[src/rtl/res_station.sv]
// res_station: Tomasulo reservation station with CDB snooping, issue bypass and ALU dispatch.
// Define RS_AGE_ORDER_EN to dispatch the oldest READY entry instead of the lowest-index one.
module res_station #(
  parameter int ENTRIES    = 3,
  parameter int DATA_W     = 32,
  parameter int STATION_ID = 1
) (
  input  logic              clk,
  input  logic              rst,
  input  logic              issue_en,
  input  logic [1:0]        issue_op,
  input  logic [DATA_W-1:0] issue_vj,
  input  logic [DATA_W-1:0] issue_vk,
  input  logic [3:0]        issue_qj,
  input  logic [3:0]        issue_qk,
  output logic              isFull,
  output logic [3:0]        issue_tag,
  input  logic              cdb_valid,
  input  logic [3:0]        cdb_tag,
  input  logic [DATA_W-1:0] cdb_data,
  output logic              alu_valid,
  input  logic              alu_ready,
  output logic [1:0]        alu_op,
  output logic [DATA_W-1:0] alu_a,
  output logic [DATA_W-1:0] alu_b,
  output logic [3:0]        alu_tag
);

  typedef enum logic [1:0] {FREE, WAIT, READY, EXEC} entryState_e;

  localparam logic [1:0] SID = 2'(STATION_ID);

  entryState_e       state [ENTRIES];
  entryState_e       stateNext [ENTRIES];
  logic [1:0]        op [ENTRIES];
  logic [1:0]        opNext [ENTRIES];
  logic [DATA_W-1:0] vj [ENTRIES];
  logic [DATA_W-1:0] vjNext [ENTRIES];
  logic [DATA_W-1:0] vk [ENTRIES];
  logic [DATA_W-1:0] vkNext [ENTRIES];
  logic [3:0]        qj [ENTRIES];
  logic [3:0]        qjNext [ENTRIES];
  logic [3:0]        qk [ENTRIES];
  logic [3:0]        qkNext [ENTRIES];

  logic               holdValid, holdValidNext;
  logic [1:0]         holdIdx, holdIdxNext;
  logic               freeFound, readyFound;
  logic [1:0]         freeIdx, selIdx;
  logic [ENTRIES-1:0] freeHit;
  logic               issueDo, dispatchDo, bypJ, bypK;
  logic [DATA_W-1:0]  newVj, newVk;
  logic [3:0]         newQj, newQk;

`ifdef RS_AGE_ORDER_EN
  // Age is the entry's rank among occupied entries: 0 is the oldest.
  logic [1:0] age [ENTRIES];
  logic [1:0] ageNext [ENTRIES];
  logic [1:0] bestAge, freeAge, keepCnt;
  logic       freeing;
`endif

  function automatic logic [3:0] tagOf(input int idx);
    return {SID, 2'(idx)};
  endfunction

  always_comb begin
    freeFound = 1'b0;
    freeIdx   = '0;
    for (int i = ENTRIES - 1; i >= 0; i--) begin
      if (state[i] == FREE) begin
        freeFound = 1'b1;
        freeIdx   = 2'(i);
      end
    end
  end

  assign isFull    = !freeFound;
  assign issue_tag = isFull ? 4'h0 : {SID, freeIdx};

  // A stalled offer is pinned so a newly READY entry cannot change it mid-handshake.
  always_comb begin
    readyFound = 1'b0;
    selIdx     = '0;
`ifdef RS_AGE_ORDER_EN
    bestAge = 2'd3;
    for (int i = 0; i < ENTRIES; i++) begin
      if (state[i] == READY && (!readyFound || age[i] < bestAge)) begin
        readyFound = 1'b1;
        selIdx     = 2'(i);
        bestAge    = age[i];
      end
    end
`else
    for (int i = ENTRIES - 1; i >= 0; i--) begin
      if (state[i] == READY) begin
        readyFound = 1'b1;
        selIdx     = 2'(i);
      end
    end
`endif
    if (holdValid) begin
      readyFound = 1'b1;
      selIdx     = holdIdx;
    end
  end

  assign alu_valid  = readyFound;
  assign alu_op     = op[selIdx];
  assign alu_a      = vj[selIdx];
  assign alu_b      = vk[selIdx];
  assign alu_tag    = {SID, selIdx};
  assign dispatchDo = alu_valid && alu_ready;

  always_comb begin
    freeHit = '0;
    for (int i = 0; i < ENTRIES; i++)
      freeHit[i] = (state[i] == EXEC) && cdb_valid && (cdb_tag == tagOf(i));
  end

  assign issueDo = issue_en && !isFull;
  assign bypJ    = cdb_valid && (issue_qj != 4'h0) && (issue_qj == cdb_tag);
  assign bypK    = cdb_valid && (issue_qk != 4'h0) && (issue_qk == cdb_tag);
  assign newVj   = bypJ ? cdb_data : issue_vj;
  assign newVk   = bypK ? cdb_data : issue_vk;
  assign newQj   = bypJ ? 4'h0 : issue_qj;
  assign newQk   = bypK ? 4'h0 : issue_qk;

  always_comb begin
    for (int i = 0; i < ENTRIES; i++) begin
      stateNext[i] = state[i];
      opNext[i]    = op[i];
      vjNext[i]    = vj[i];
      vkNext[i]    = vk[i];
      qjNext[i]    = qj[i];
      qkNext[i]    = qk[i];
      case (state[i])
        FREE: begin
          if (issueDo && freeIdx == 2'(i)) begin
            opNext[i]    = issue_op;
            vjNext[i]    = newVj;
            vkNext[i]    = newVk;
            qjNext[i]    = newQj;
            qkNext[i]    = newQk;
            stateNext[i] = (newQj == 4'h0 && newQk == 4'h0) ? READY : WAIT;
          end
        end
        WAIT: begin
          if (cdb_valid && qj[i] != 4'h0 && qj[i] == cdb_tag) begin
            vjNext[i] = cdb_data;
            qjNext[i] = 4'h0;
          end
          if (cdb_valid && qk[i] != 4'h0 && qk[i] == cdb_tag) begin
            vkNext[i] = cdb_data;
            qkNext[i] = 4'h0;
          end
          if (qjNext[i] == 4'h0 && qkNext[i] == 4'h0) stateNext[i] = READY;
        end
        READY: if (dispatchDo && selIdx == 2'(i)) stateNext[i] = EXEC;
        EXEC:  if (freeHit[i]) stateNext[i] = FREE;
        default: ;
      endcase
    end
    holdValidNext = alu_valid && !alu_ready;
    holdIdxNext   = selIdx;
  end

`ifdef RS_AGE_ORDER_EN
  // Survivors younger than a freed entry move up one rank; a new entry ranks behind all survivors.
  always_comb begin
    freeing = 1'b0;
    freeAge = '0;
    keepCnt = '0;
    for (int i = 0; i < ENTRIES; i++) begin
      if (freeHit[i]) begin
        freeing = 1'b1;
        freeAge = age[i];
      end
    end
    for (int i = 0; i < ENTRIES; i++)
      if (state[i] != FREE && !freeHit[i]) keepCnt = keepCnt + 2'd1;
    for (int i = 0; i < ENTRIES; i++) begin
      ageNext[i] = age[i];
      if (state[i] == FREE) begin
        if (issueDo && freeIdx == 2'(i)) ageNext[i] = keepCnt;
      end else if (freeing && age[i] > freeAge) begin
        ageNext[i] = age[i] - 2'd1;
      end
    end
  end
`endif

  always_ff @(posedge clk) begin
    if (rst) begin
      for (int i = 0; i < ENTRIES; i++) begin
        state[i] <= FREE;
        op[i]    <= '0;
        vj[i]    <= '0;
        vk[i]    <= '0;
        qj[i]    <= '0;
        qk[i]    <= '0;
`ifdef RS_AGE_ORDER_EN
        age[i]   <= '0;
`endif
      end
      holdValid <= 1'b0;
      holdIdx   <= '0;
    end else begin
      for (int i = 0; i < ENTRIES; i++) begin
        state[i] <= stateNext[i];
        op[i]    <= opNext[i];
        vj[i]    <= vjNext[i];
        vk[i]    <= vkNext[i];
        qj[i]    <= qjNext[i];
        qk[i]    <= qkNext[i];
`ifdef RS_AGE_ORDER_EN
        age[i]   <= ageNext[i];
`endif
      end
      holdValid <= holdValidNext;
      holdIdx   <= holdIdxNext;
    end
  end

endmodule
[config.mk]
export PLATFORM = sky130hd
export DESIGN_NAME = res_station
export DESIGN_NICKNAME = d
export VERILOG_FILES = /design/src/rtl/res_station.sv
export SDC_FILE = /design/constraint.sdc
export NUM_CORES = 1
export LEC_CHECK = 0
export BUFFER_PORTS_ARGS = -buffer_cell sky130_fd_sc_hd__buf_2
export CAP_MARGIN = 20
export CORE_ASPECT_RATIO = 1.2
export CORE_MARGIN = 2
export CORE_UTILIZATION = 34
export DETAILED_ROUTE_END_ITERATION = 6
export SLEW_MARGIN = 30
export SYNTH_ARGS = -nofsm -noshare
export SYNTH_HDL_FRONTEND = slang
export SYNTH_SLANG_ARGS = --single-unit
[constraint.sdc]
create_clock -name clk -period 3.1 [get_ports clk]
set_input_delay 0 -clock clk [delete_from_list [all_inputs] [get_ports clk]]
set_output_delay 0 -clock clk [all_outputs]
set_load 0.01 [all_outputs]
Word level (Yosys, flattened, before mapping). Memory sizes are Yosys's and may differ from the RTL's. Cells that the tools add are included.

Equality and inequality tests: 48. Multiplexer cells: 104. Bitwise logic cells: 18. Reduce and logical (&&, ||, !) cells: 67.

Operator list (count): 32-bit two-way mux (20); 32-bit case mux with 2 select lines (6); 4-bit two-way mux (26); 2-bit two-way mux (32); 4-bit case mux with 2 select lines (6); 2-bit != test, second input constant (21); 1-bit logical AND (35); 4-bit equality test (8); 4-bit zero test (8); 4-bit nonzero test (8); 2-bit case mux with 4 select lines (3); 4-bit AND reduction (6); 1-bit bitwise OR (18); 2-bit equality test, second input constant (8); 4-bit by 3-bit equality test with 1-bit output, second input constant (3); 2-bit by 1-bit equality test with 1-bit output, second input constant (5); 2-bit zero test (5); 1-bit two-way mux (10); 3-bit AND reduction (3); 3-bit two-way mux (1); 1-bit != test, second input constant (3); 1-bit zero test (2).

Register bits after elaboration: 3. Bits in writable memories: 228. Input bits: 115. Output and inout port bits: 76. Word-level logic and storage cells: 245. Memories: 6.

Memory list: vj (words 3, bits a word 32, rd ports 1, clocked after Yosys merged registers in 0, write ports 3, line 37) `logic [DATA_W-1:0] vj [ENTRIES];`; vk (words 3, bits a word 32, rd ports 1, clocked after Yosys merged registers in 0, write ports 3, line 39) `logic [DATA_W-1:0] vk [ENTRIES];`; qj (words 3, bits a word 4, rd ports 3, clocked after Yosys merged registers in 0, write ports 3, line 41) `logic [3:0] qj [ENTRIES];`; qk (words 3, bits a word 4, rd ports 3, clocked after Yosys merged registers in 0, write ports 3, line 43) `logic [3:0] qk [ENTRIES];`; op (words 3, bits a word 2, rd ports 1, clocked after Yosys merged registers in 0, write ports 3, line 35) `logic [1:0] op [ENTRIES];`; state (words 3, bits a word 2, rd ports 3, clocked after Yosys merged registers in 0, write ports 3, line 33) `entryState_e state [ENTRIES];`.

Depth between registers and ports, before layout. An unclocked memory read counts as a cell.

Depth in word-level cells: 11. Depth in mapped cells: 11. Depth with buffers taken out: 8.

Worst setup path before layout. OpenSTA, ideal clock, no wires.

Path type: reg2reg. From: memory state[0][2] (netlist bit). To: memory vk[2][0], enable pin. Setup time: 0.389 ns. Arrival: 2.023 ns. Required time: 2.711 ns. Setup slack: 0.687 ns. Stages on the path, launching flop included: 8. Buffers on the path: 1. Clock period less this slack: 2.413 ns. Cell sequence: dfxtp_1 inv_1 ha_1 buf_2 nand4bb_1 o21ai_2 nand2_1 nand2_1.

RTL lines (line): start, declared (33); end, declared (39).

==> impl_results.md <==
* Status: finished, final reports clean
* Number of remaining DRC errors at 0
* I/O pins at 191
* Yosys warning total at 0
* Worst Tran Pin Value at 630 ps
* Routed wire length at 43.4 mm
* Distinct cells, synth at 70
* CTS Buffer Depth at 3
* GP Congestion at 0.870
* Largest family of logic cells by synthesized area: simple AND/OR/NAND/NOR gates
* Tot GR Track Use at 20.9%
* Peak supply drop at 0.000492 V
* Die area at 40100 um2
* Clock sink total at 231
* Die X at 183 um
* Post-CTS Setup Bufs at 0
* CTS Buf Count at 27
* Final period util at 95.8%
* Largest net degree at the start of global routing at 71
* Leakage at 7.14 nW
* Synth cell count leaders: 417 x nand2_1, 198 x edfxtp_1, 195 x a21oi_1, 104 x nor2_1, 82 x a21oi_2
* Arrival @ worst endpoint at 3390 ps
* DR iter-0 viols at 963
* Synth Area in Compound Gates at 17.5%
* Final WS setup at 132 ps
* Met2 Wirelength at 21.7 mm
* Nets at 1817
* Synth top area share at 45.5%
* Main synth FF type: edfxtp_1
* Metal3 WL at 2.92 mm
* Row count at 78
* Cell taking the most area after synthesis: edfxtp_1
* Clock Pin Slew Worst Setup and Hold Paths at 60 ps
* FMAX at 337 MHz
* RSZ-0062 raised after global routing: no
* Count leader, synth: nand2_1
* WL/cell at 19.8 um
* Worst Setup Path Type: reg2reg
* Port bufs at 187
* H-tree levels at 1
* DR top layer: met4
* Critical Path RT at 3520 ps
* Post-synth ARST share at 0%
* Worst min-delay path class: in2reg
* Initial core utilization at 34.5%
* Fin Setup TNS at 0 ps
* Max Slew Vio Count at 0
* Syn-to-layout area delta at 27.5%
* XOR/XNOR Fraction of Synth Area at 1.97%
* Via count at 11647
* Clock Skew at 15.5 ps
* Met1 wire length at 17.0 mm
* Synth Cell Area at 13100 um2
* DRT Pass-1 Iters at 5
* Post-Synthesis Cells at 1407
* PwrDens at 827 nW/um2
* Setup slack at placement at 499 ps
* Max cap viols at 0
* Number of global-route vias before repair at 11416
* First-pass GRT wire length at 64.3 mm
* Simple-gate share of the synthesized area at 18.2%
* Detail Placement HPWL at 27.1 mm
* Number of synthesized flops with an enable pin at 198
* Post-synthesis mux area share at 5.21%
* Core area at 37900 um2
* Synth Register Bits at 231
* Minimum clock period at 2970 ps
* Die Y at 219 um
* Post-DR vias/cell at 5.32
* Synth Area in Adders at 1.24%
* Clock latency on the worst-skew pair at 560 ps
* Worst Setup End Kind: flip-flop
* Share of cells above drive strength 1 at 21.4%
* Max_slew headroom at 57.5%
* TritonCTS clock tree: done
* Sequential area share after synthesis at 50.5%
* Avg Cell Area, Syn at 9.30 um2
* Antenna violations before repair at 1
* Number of nets with antenna violations after routing at 0
* Largest fanout on the critical path at 36
* Setup violators final at 0
* Startpoint types: flip-flop
* Congestion Overflow GR at 0
* Hold Fails Final Rpt at 0
* Root buf cell: clkbuf_16
* Area contributors post-synth: edfxtp_1 45%, nand2_1 12%, a21oi_1 7.5%
cell families after synthesis:
family	count (synthesis)
fa+ha+maj	13
simple gates	584
other cells	2
mux	68
compound gates	353
buf+inv	130
flops	231
xor+xnor	26
sequential cells by signal (all words and copies together), names as in the netlist:
register and cells:
holdValid 1, qj 12, op 6, vk 96
holdIdx 2, qk 12, vj 96, state 6
metal layers:
metal | track usage [%] | vias to the layer above
met5 | 0 | -
met4 | 9.09 | 0
met3 | 2.49 | 92
met2 | 37.9 | 491
met1 | 24.9 | 5592
li1 | - | 5472
per-stage QoR:
stage / util (%) / cells / hold slack (ps) / area (um2) / power, W
2_1_floorplan: - / 1408 / 148 / 13100 / 0.00862
3_3_place_gp: 38.1 / 2000 / 358 / 14400 / 0.0104
3_5_place_dp: 38.1 / 2000 / 357 / 14400 / 0.0105
4_1_cts: 43.9 / 2187 / 15.7 / 16600 / 0.0138
5_1_grt: 44.0 / 2190 / 63.1 / 16700 / 0.0146
6_report: 44.0 / 2190 / 52.8 / 16700 / 0.0138
placed cells by master (no fill, tap or decap), types with 5 or more instances in the layout:
master         instances
a21oi_1              192
a21oi_2               85
a32oi_1               16
and2_1                 9
and4_1                 5
buf_12                13
buf_2                187
buf_4                 18
clkbuf_1               7
clkbuf_16             27
clkinv_1               8
dfxtp_1               33
dlygate4sd3_1        138
edfxtp_1             198
ha_1                  11
inv_1                 23
mux2i_1               67
nand2_1              417
nand3_1                5
nand4_1                7
nor2_1               103
nor3_1                12
o21ai_0               13
o21ai_2                7
or3_1                  6
xnor2_1               21
layout make-up:
| type | count | area, um2 |
|---|---|---|
| diodes | 1 | 2.50 |
| clock buffers | 34 | 702 |
| clock inverters | 15 | 109 |
| fillers | 3673 | 21200 |
| inverters | 24 | 90.1 |
| multi-input cells | 1049 | 5850 |
| flip-flops and latches | 231 | 6610 |
| well taps | 480 | 601 |
| repair buffers | 356 | 2710 |
critical path: stages (launching register included):
cell and delay, ps:
dfxtp_1 350, inv_1 110, ha_1 380, inv_2 170
o21ai_2 270, nand2_1 250, a31o_4 380, buf_12 200
a21oi_1 130, dlygate4sd3_1 570
final timing paths:
path | from | endpoint | slack, ps | depth (start not counted)
hold / removal | issue_qj[0] | qj[0][4] | 50 | 5
hold reg to reg | state[0][5] | state[0][5] | 520 | 2
setup / recovery | state[0][5] | vk[1][0] | 130 | 9
setup reg to reg | state[0][5] | vk[1][0] | 130 | 9
report_power, final:
part           leakage [nW]  internal [W]  switching (W)
clock network         0.398       0.00169        0.00130
logic                  4.39       0.00211        0.00360
registers              2.35       0.00476       0.000333
timing repair:
action / in CTS / in global routing
endpoints found under the hold margin: 225 / 0
endpoints found under the setup margin: 0 / 24
resized for setup: 0 / 7
hold buffers: 138 / 0
No activity file was read; power rests on OpenSTA's default activity.
